$ cat src/rtl/aes_sbox_masked_pkg.sv
// ---------------------------------------------------------------------------
// aes_sbox_masked_pkg
// Shared types, constants and GF(2^2) helper functions for the masked AES
// S-box datapath.
//   GF(2^2) elements use normal basis [Omega^2, Omega]:
//     bit[1] = Omega^2 coefficient, bit[0] = Omega coefficient.
//   GF(2^4) nibbles are {hi[3:2], lo[1:0]} over GF(2^2), normal basis [W^4, W].
// No ports (package).
// ---------------------------------------------------------------------------
package aes_sbox_masked_pkg;

  localparam logic [3:0] GF4_ONE  = 4'hF;
  localparam logic [3:0] GF4_ZERO = 4'h0;
  localparam int         SHARES   = 2;

  typedef logic [1:0] gf2_t;      // GF(2^2) element
  typedef logic [2:0] gf2_fac_t;  // factor expansion {x1^x0, x1, x0}
  typedef logic [3:0] nibble_t;   // GF(2^4) element

  // Factor expansion of a GF(2^2) element. The expansion is linear, so the
  // expansion of a sum is the XOR of the expansions; the multiplier relies on
  // this to share factors between its three GF(2^2) products.
  function automatic gf2_fac_t f_expand(input gf2_t x);
    return {x[1] ^ x[0], x[1], x[0]};
  endfunction

  // GF(2^2) product from pre-expanded factors: the middle term is shared by
  // both output bits.
  function automatic gf2_t mul_sf(input gf2_fac_t fx, input gf2_fac_t fy);
    logic e;
    e = fx[2] & fy[2];
    return {(fx[1] & fy[1]) ^ e, (fx[0] & fy[0]) ^ e};
  endfunction

  // Multiply by the GF(2^4) extension constant N.
  function automatic gf2_t scl_n(input gf2_t t);
    return {t[0], t[1] ^ t[0]};
  endfunction

endpackage

$ cat src/rtl/gf_muls_4_masked.sv
// ---------------------------------------------------------------------------
// gf_muls_4_masked
// Combinational GF(2^4) multiplier built from three shared-factor GF(2^2)
// multipliers:
//   ph = xh*yh, pl = xl*yl, p = N*((xh^xl)*(yh^yl)), z = {ph^p, pl^p}.
// Ports:
//   i_x  in  4  multiplicand (one share)
//   i_y  in  4  multiplier   (one share)
//   o_z  out 4  product
// ---------------------------------------------------------------------------
module gf_muls_4_masked
  import aes_sbox_masked_pkg::*;
(
  input  logic [3:0] i_x,
  input  logic [3:0] i_y,
  output logic [3:0] o_z
);

  gf2_fac_t w_fxh, w_fxl, w_fyh, w_fyl;
  gf2_t     w_ph, w_pl, w_pm, w_p;

  assign w_fxh = f_expand(i_x[3:2]);
  assign w_fxl = f_expand(i_x[1:0]);
  assign w_fyh = f_expand(i_y[3:2]);
  assign w_fyl = f_expand(i_y[1:0]);

  // Factors of the summed halves are derived from the half factors rather
  // than re-expanded from xh^xl.
  assign w_ph = mul_sf(w_fxh, w_fyh);
  assign w_pl = mul_sf(w_fxl, w_fyl);
  assign w_pm = mul_sf(w_fxh ^ w_fxl, w_fyh ^ w_fyl);
  assign w_p  = scl_n(w_pm);

  assign o_z = {w_ph ^ w_p, w_pl ^ w_p};

endmodule

$ cat src/rtl/gf_muls_4_masked_dom.sv
// ---------------------------------------------------------------------------
// gf_muls_4_masked_dom
// Two-stage, 2-share domain-oriented masked GF(2^4) multiplier.
//   Stage 1 registers the four share products; the two cross-domain terms are
//   refreshed with rnd before registering, so compression in stage 2 never
//   sees an unrefreshed cross-domain product.
//   Stage 2 compresses into the output shares.
// Ports:
//   clk        in   1  clock, rising edge
//   rst_n      in   1  synchronous active-low reset
//   in_valid   in   1  operand shares + rnd valid
//   in_ready   out  1  block accepts this cycle
//   a_sh0/1    in   4  operand A shares (A = a_sh0 ^ a_sh1)
//   b_sh0/1    in   4  operand B shares
//   rnd        in   4  fresh mask, consumed once per accepted transfer
//   out_valid  out  1  product shares valid
//   out_ready  in   1  consumer accepts this cycle
//   q_sh0/1    out  4  product shares (q_sh0 ^ q_sh1 = A*B)
// Parameter:
//   CLEAR_ON_IDLE  1: data registers loading a bubble are zeroed; 0: hold.
// ---------------------------------------------------------------------------
module gf_muls_4_masked_dom
  import aes_sbox_masked_pkg::*;
#(
  parameter bit CLEAR_ON_IDLE = 1'b1
) (
  input  logic       clk,
  input  logic       rst_n,
  input  logic       in_valid,
  output logic       in_ready,
  input  logic [3:0] a_sh0,
  input  logic [3:0] a_sh1,
  input  logic [3:0] b_sh0,
  input  logic [3:0] b_sh1,
  input  logic [3:0] rnd,
  output logic       out_valid,
  input  logic       out_ready,
  output logic [3:0] q_sh0,
  output logic [3:0] q_sh1
);

  // Combinational share products
  nibble_t w_p00, w_p11, w_p01, w_p10;

  gf_muls_4_masked u_mul_p00 (.i_x(a_sh0), .i_y(b_sh0), .o_z(w_p00));
  gf_muls_4_masked u_mul_p11 (.i_x(a_sh1), .i_y(b_sh1), .o_z(w_p11));
  gf_muls_4_masked u_mul_p01 (.i_x(a_sh0), .i_y(b_sh1), .o_z(w_p01));
  gf_muls_4_masked u_mul_p10 (.i_x(a_sh1), .i_y(b_sh0), .o_z(w_p10));

  // Pipeline state
  logic    r_v1, r_v2;
  nibble_t r_p00, r_p11, r_c01, r_c10;
  nibble_t r_q0, r_q1;

  // Flow control: a stage loads when it is empty or the stage after it loads.
  // in_ready depends only on register state and out_ready, never on in_valid.
  logic w_s2_load, w_s1_load, w_accept;

  assign w_s2_load = !r_v2 || out_ready;
  assign w_s1_load = !r_v1 || w_s2_load;
  assign w_accept  = in_valid && w_s1_load;

  // Stage 1: share products, cross-domain terms refreshed with rnd.
  // NOTE: sequential state uses non-blocking assignments so every register
  // samples pre-edge values regardless of statement order.
  always_ff @(posedge clk) begin
    if (!rst_n) begin
      // NOTE: data registers are reset as well as valids so no stale share
      // material survives a reset into the next transfer.
      r_v1  <= 1'b0;
      r_p00 <= GF4_ZERO;
      r_p11 <= GF4_ZERO;
      r_c01 <= GF4_ZERO;
      r_c10 <= GF4_ZERO;
    end else if (w_s1_load) begin
      r_v1 <= w_accept;
      if (w_accept) begin
        r_p00 <= w_p00;
        r_p11 <= w_p11;
        r_c01 <= w_p01 ^ rnd;
        r_c10 <= w_p10 ^ rnd;
      end else if (CLEAR_ON_IDLE) begin
        r_p00 <= GF4_ZERO;
        r_p11 <= GF4_ZERO;
        r_c01 <= GF4_ZERO;
        r_c10 <= GF4_ZERO;
      end
    end
  end

  // Stage 2: per-domain compression into the output registers.
  always_ff @(posedge clk) begin
    if (!rst_n) begin
      r_v2 <= 1'b0;
      r_q0 <= GF4_ZERO;
      r_q1 <= GF4_ZERO;
    end else if (w_s2_load) begin
      r_v2 <= r_v1;
      if (r_v1) begin
        r_q0 <= r_p00 ^ r_c01;
        r_q1 <= r_p11 ^ r_c10;
      end else if (CLEAR_ON_IDLE) begin
        r_q0 <= GF4_ZERO;
        r_q1 <= GF4_ZERO;
      end
    end
  end

  assign in_ready  = w_s1_load;
  assign out_valid = r_v2;
  assign q_sh0     = r_q0;
  assign q_sh1     = r_q1;

endmodule

$ cat config.mk
export PLATFORM = sky130hd
export DESIGN_NAME = gf_muls_4_masked_dom
export DESIGN_NICKNAME = d
export VERILOG_FILES = /design/src/rtl/aes_sbox_masked_pkg.sv /design/src/rtl/gf_muls_4_masked.sv /design/src/rtl/gf_muls_4_masked_dom.sv
export SDC_FILE = /design/constraint.sdc
export NUM_CORES = 1
export LEC_CHECK = 0
export ABC_AREA = 1
export CAP_MARGIN = 20
export CORE_MARGIN = 5
export CORE_UTILIZATION = 55
export DETAILED_ROUTE_END_ITERATION = 16
export PLACE_DENSITY = 0.81
export SLEW_MARGIN = 5
export SYNTH_ARGS = -nofsm -noshare
export SYNTH_HDL_FRONTEND = slang
export SYNTH_HIERARCHICAL = 1
export SYNTH_SLANG_ARGS = --single-unit
$ cat constraint.sdc
create_clock -name clk -period 1.4 [get_ports clk]
set_input_delay 0.14 -clock clk [delete_from_list [all_inputs] [get_ports clk]]
set_output_delay 0.14 -clock clk [all_outputs]
set_load 0.03 [all_outputs]
## After elaboration in Yosys (flattened, before gate mapping)

Index checks and enable logic that the tools add are counted.

| operators by class | value |
|---|---|
| multiplexer cells | 6 |
| bitwise logic cells | 88 |
| reductions and logical operators | 5 |

Operators by type and width:

| cell | count |
|---|---|
| $and A1 B1 Y1 | 36 |
| $xor A1 B1 Y1 | 36 |
| $mux W4 | 6 |
| $xor A2 B2 Y2 | 8 |
| $xor A4 B4 Y4 | 4 |
| $xor A3 B3 Y3 | 4 |
| $logic_not A1 Y1 | 2 |
| $logic_or A1 B1 Y1 | 2 |
| $logic_and A1 B1 Y1 | 1 |

| word-level totals | value |
|---|---|
| bits in registers | 26 |
| bits of input ports | 24 |
| output and inout bits | 10 |
| logic and storage cells | 107 |

## Depth between registers and ports, before layout

| logic depth | value |
|---|---|
| depth in word-level cells | 8 |
| depth in mapped cells | 16 |
| mapped depth without buffers | 15 |

## By module

The synthesis kept the hierarchy.

By module, submodules not included:

| module | instances | cells each | area an instance (µm²) | sequential area each (µm²) |
|---|---|---|---|---|
| gf_muls_4_masked | 4 | 85 | 367.9 | 0.0 |
| gf_muls_4_masked_dom | 1 | 183 | 1199.9 | 520.5 |

## Least setup slack after synthesis

Ideal clock, no wire load.

| timing path | value |
|---|---|
| kind | reg-to-reg |
| from | register r_v2 (netlist: out_valid) |
| to | register r_q0[3] (netlist: q_sh0[3]) |
| setup time | 0.132 ns |
| arrival time | 1.119 ns |
| data required time | 1.268 ns |
| path slack | 0.149 ns |
| stages on the path, launching flop included | 6 |
| path buffers | 0 |
| period minus slack after synthesis | 1.251 ns |
| cells stage by stage | dfxtp_1 -> inv_1 -> nor2_2 -> nor2_2 -> nand2_1 -> a21oi_1 |

| on the way | value |
|---|---|
| word-level cells in the longest chain between the ends | 2 |

RTL lines:

| item | RTL line | RTL |
|---|---|---|
| start: declaration | gf_muls_4_masked_dom.sv:51 | `logic r_v1, r_v2;` |
| start signal: assignment | gf_muls_4_masked_dom.sv:98 | `r_v2 <= r_v1;` |
| $logic_not A1 Y1 | gf_muls_4_masked_dom.sv:59 | `assign w_s2_load = !r_v2 \|\| out_ready;` |
| $logic_or A1 B1 Y1 | gf_muls_4_masked_dom.sv:59 |  |
| end signal: assignment | gf_muls_4_masked_dom.sv:100 | `r_q0 <= r_p00 ^ r_c01;` |
| end: declaration | gf_muls_4_masked_dom.sv:53 | `nibble_t r_q0, r_q1;` |

Every way passes these cells.
A chain may end at the register's enable or synchronous reset.

## Worst setup path after layout

| timing path | value |
|---|---|
| from | input b_sh0[2] |
| to | register r_c10[1] |

| on the way | value |
|---|---|
| word-level cells in the longest chain between the ends | 7 |
| elaborated cells between the ends (all ways) | 8 |
| classes of those cells | mux (1); bitwise (7) |

RTL lines:

| item | RTL line | RTL |
|---|---|---|
| start: declaration | gf_muls_4_masked_dom.sv:33 | `input logic [3:0] b_sh0,` |
| $xor A1 B1 Y1 | aes_sbox_masked_pkg.sv:24 | `return {x[1] ^ x[0], x[1], x[0]};` |
| $xor A3 B3 Y3 (*) | gf_muls_4_masked.sv:31 | `assign w_pm = mul_sf(w_fxh ^ w_fxl, w_fyh ^ w_fyl);` |
| $and A1 B1 Y1 | aes_sbox_masked_pkg.sv:31 | `e = fx[2] & fy[2];` |
| $xor A1 B1 Y1 (*) | aes_sbox_masked_pkg.sv:32 | `return {(fx[1] & fy[1]) ^ e, (fx[0] & fy[0]) ^ e};` |
| $xor A2 B2 Y2 (*) | gf_muls_4_masked.sv:34 | `assign o_z = {w_ph ^ w_p, w_pl ^ w_p};` |
| named net w_p10[1] | gf_muls_4_masked_dom.sv:43 | `nibble_t w_p00, w_p11, w_p01, w_p10;` |
| $xor A4 B4 Y4 (*) | gf_muls_4_masked_dom.sv:81 | `r_c10 <= w_p10 ^ rnd;` |
| $mux W4 (*) | gf_muls_4_masked_dom.sv:77 | `if (w_accept) begin` |
| end signal: assignment | gf_muls_4_masked_dom.sv:81 |  |
| end: declaration | gf_muls_4_masked_dom.sv:52 | `nibble_t r_p00, r_p11, r_c01, r_c10;` |

The timed path passes the listed nets; every way through them passes the cells marked *.

==> impl_metrics.toml <==
[timing]
drv_slew = 0
finalCritPeriodShare_pct = 97.3
fin_ws_ns = 0.0372
fmax_mhz = 734
hold_viol_final = 0
setup_viol = 0
rsz0062_at_grt = "yes"
period_minus_slack_ns = 1.36
tns_ns = 0
tightestPinTransition_ns = 0.399
relSlewSlack_pct = 73.1
fin_skew_ns = 0.00313

[clock_tree]
root_buffer = "clkbuf_8"
postCtsHoldBufs = 0
cts-htree-levels = 1
insertion_delay_ns = 0.27
cts_buffers = 3
cts_tree = "built"
clockBufferDepth = 2
clk_pin_slew_worst_paths_ns = 0.09
clock_sinks = 26

[die]
die_w_um = 79.7
dieHeight_um = 79.7
ios = 34
core_um2 = 4720
rows = 25
start_util_pct = 56.6
dieArea_um2 = 6350

[finish]
num-fill-cells = 435
drive_above_1_share_pct = 18.9
nNetsFinal = 613
layout.area.seq_um2 = 520
layout_commonest_cell = "nand2_1"
instances_no_fill = 655
diodes = 0
multi_input_area_um2 = 1940
area_growth_pct = 31.0
final_cell_area_um2 = 3500
layout_common_cells = "265 x nand2_1, 62 x inv_1, 37 x buf_4, 26 x dfxtp_1, 22 x nor2_1"

[placement]
dp_slack_ns = -0.536
portBuffers = 33
postPlaceCellArea_um2 = 3310
place_inst = 648
hpwl_mm = 5.24
finalWeightedCongestion = 0.954

[routing]
dr.pass1.iters = 4
route.detailed.drc = 0
wl_per_cell_um = 10.4
avgViaCountPerCell = 4.85
num_vias = 3177
drt_wl_total_mm = 6.82
drt_iter0_drc = 166
ant_nets = 0

[worst_setup_path]
cp_data_arrival_time_ns = 1.57
r2r_start = "r_v1$_SDFFE_PN0P_"
cp-startpoint = "b_sh0[2]"
worstPathRequired_ns = 1.61
cp-end-kind = "flop"
rrSetupSlack_ns = 0.31
startpoint_type = "input port"
path_class = "in2reg"
crit_fanout = 7

[logic_synthesis]
syn_nets = 547
yosys_warnings = 6
ys_top_cells_by_area = "nand2_1 40%, dfxtp_1 19%, inv_1 10%"
synth-seq-cells = 26
syn_area_um2 = 2670
synth.yosys.seq_area_share_pct = 19.5
synthCells = 523
synth_largest_area_cell = "nand2_1"
synth_area_per_cell_um2 = 5.11
ys_types = 19
synth_top_cell_area_share_pct = 39.9

[global_routing]
gr-total-overflow = 0
grt_pass1_vias = 2866
grtUsageTotal_pct = 22.1
antenna_found_initial = 0
grt_first_pass_wirelength_mm = 11.8
grt_max_degree = 26

[pwr]
power_mw = 2.50
comb_power_share_pct = 42.6
internal-power_mw = 1.60
power.net_switching_mw = 0.897
peakVddDrop_mv = 0.485
swShare_pct = 35.9
p_leak_nw = 2.04
p_per_area_nw_per_um2 = 714
pwr-share-clk_pct = 24.7
seq_power_share_pct = 32.7

[hold_path]
hp-start = "rst_n"
hold_class = "in2reg"

[run_status]
status = "finished, final reports clean"

[run]
drv_cap = 0
==> worst paths after layout <==
kind | cells past startpoint | to
max | 13 | r_c10[1]$_SDFFE_PN0P_
min | 2 | r_v1$_SDFFE_PN0P_
max reg2reg | 4 | q_sh1[1]$_SDFFE_PN0P_
min reg2reg | 2 | q_sh0[0]$_SDFFE_PN0P_
==> repair_timing <==
item / CTS / global route
gates resized for setup: 45 / 68
endpoints found under the setup margin: 25 / 16
setup buffers: 2 / 1
pin swaps: 10 / 23
==> cells by family (layout without fill, tap and decap cells) <==
family	count (synthesis)	in the layout	synth area share [%]
AO/OA/AOI/OAI	41	41	7.78
AND/OR/NAND/NOR	341	341	50.3
buffers and inverters	87	152	13.3
flip-flops	26	26	19.5
XOR/XNOR	28	28	9.18
==> per-layer routing <==
| metal | vias to the layer above | track usage, % | wire [um] |
|---|---|---|---|
| met4 | 0 | 4.98 | 84 |
| met3 | 10 | 1.13 | 247 |
| met2 | 66 | 41.8 | 3500 |
| met5 | - | 0 | 0 |
| li1 | 1707 | - | - |
| met1 | 1394 | 27.0 | 2990 |
==> layout make-up <==
cell class                      count  area share (%)
Clock buffer                        3            1.18
Clock inverter                      1           0.858
Inverter                           73            7.90
Multi-Input combinational cell    410            55.6
Sequential cell                    26            14.9
Tap cell                           67            2.40
Timing Repair Buffer               75            17.2
==> critical path, stage by stage <==
cell             delay, ns
clkdlybuf4s15_1       0.17
buf_6                 0.14
buf_6                 0.11
xnor2_1               0.11
nor2_1                0.17
nand3_2               0.14
nand2_2               0.10
nand2_1               0.05
nand2_1               0.08
nand2_1               0.05
nand2_1               0.09
nand3_2               0.08
a21oi_2               0.14
==> sequential cells by signal (all words and copies together) (netlist names) <==
register / flops
out_valid: 1
q_sh0: 4
q_sh1: 4
r_c01: 4
r_c10: 4
r_p00: 4
r_p11: 4
r_v1: 1
==> per-stage QoR <==
step	hold WS [ns]	util, %
after floorplan	0.257	-
after detailed placement	0.457	70.1
after global placement	0.451	70.1
after global routing	0.461	74.1
after CTS	0.455	72.2
final	0.460	74.1
==> power groups by stage <==
| stage | clock [mW] | combinational (mW) | sequential [mW] |
|---|---|---|---|
| after floorplan | 0 | 0.642 | 0.844 |
| after global placement | 0 | 0.955 | 0.832 |
| after detailed placement | 0 | 0.975 | 0.834 |
| after CTS | 0.618 | 0.984 | 0.817 |
| after global routing | 0.652 | 1.20 | 0.826 |
| final | 0.616 | 1.06 | 0.818 |
==> synthesized netlist by cell type, drive strengths merged <==
master    n
nand3    29
a21oi    24
xnor2    16
xor2     12
o21a      1
nand4     4
o21ai    16
nor2     24
inv      72
clkinv    1
clkbuf   11
nand2   284
dfxtp    26
buf       3
Note: power is estimated with default switching activity, not from simulation.
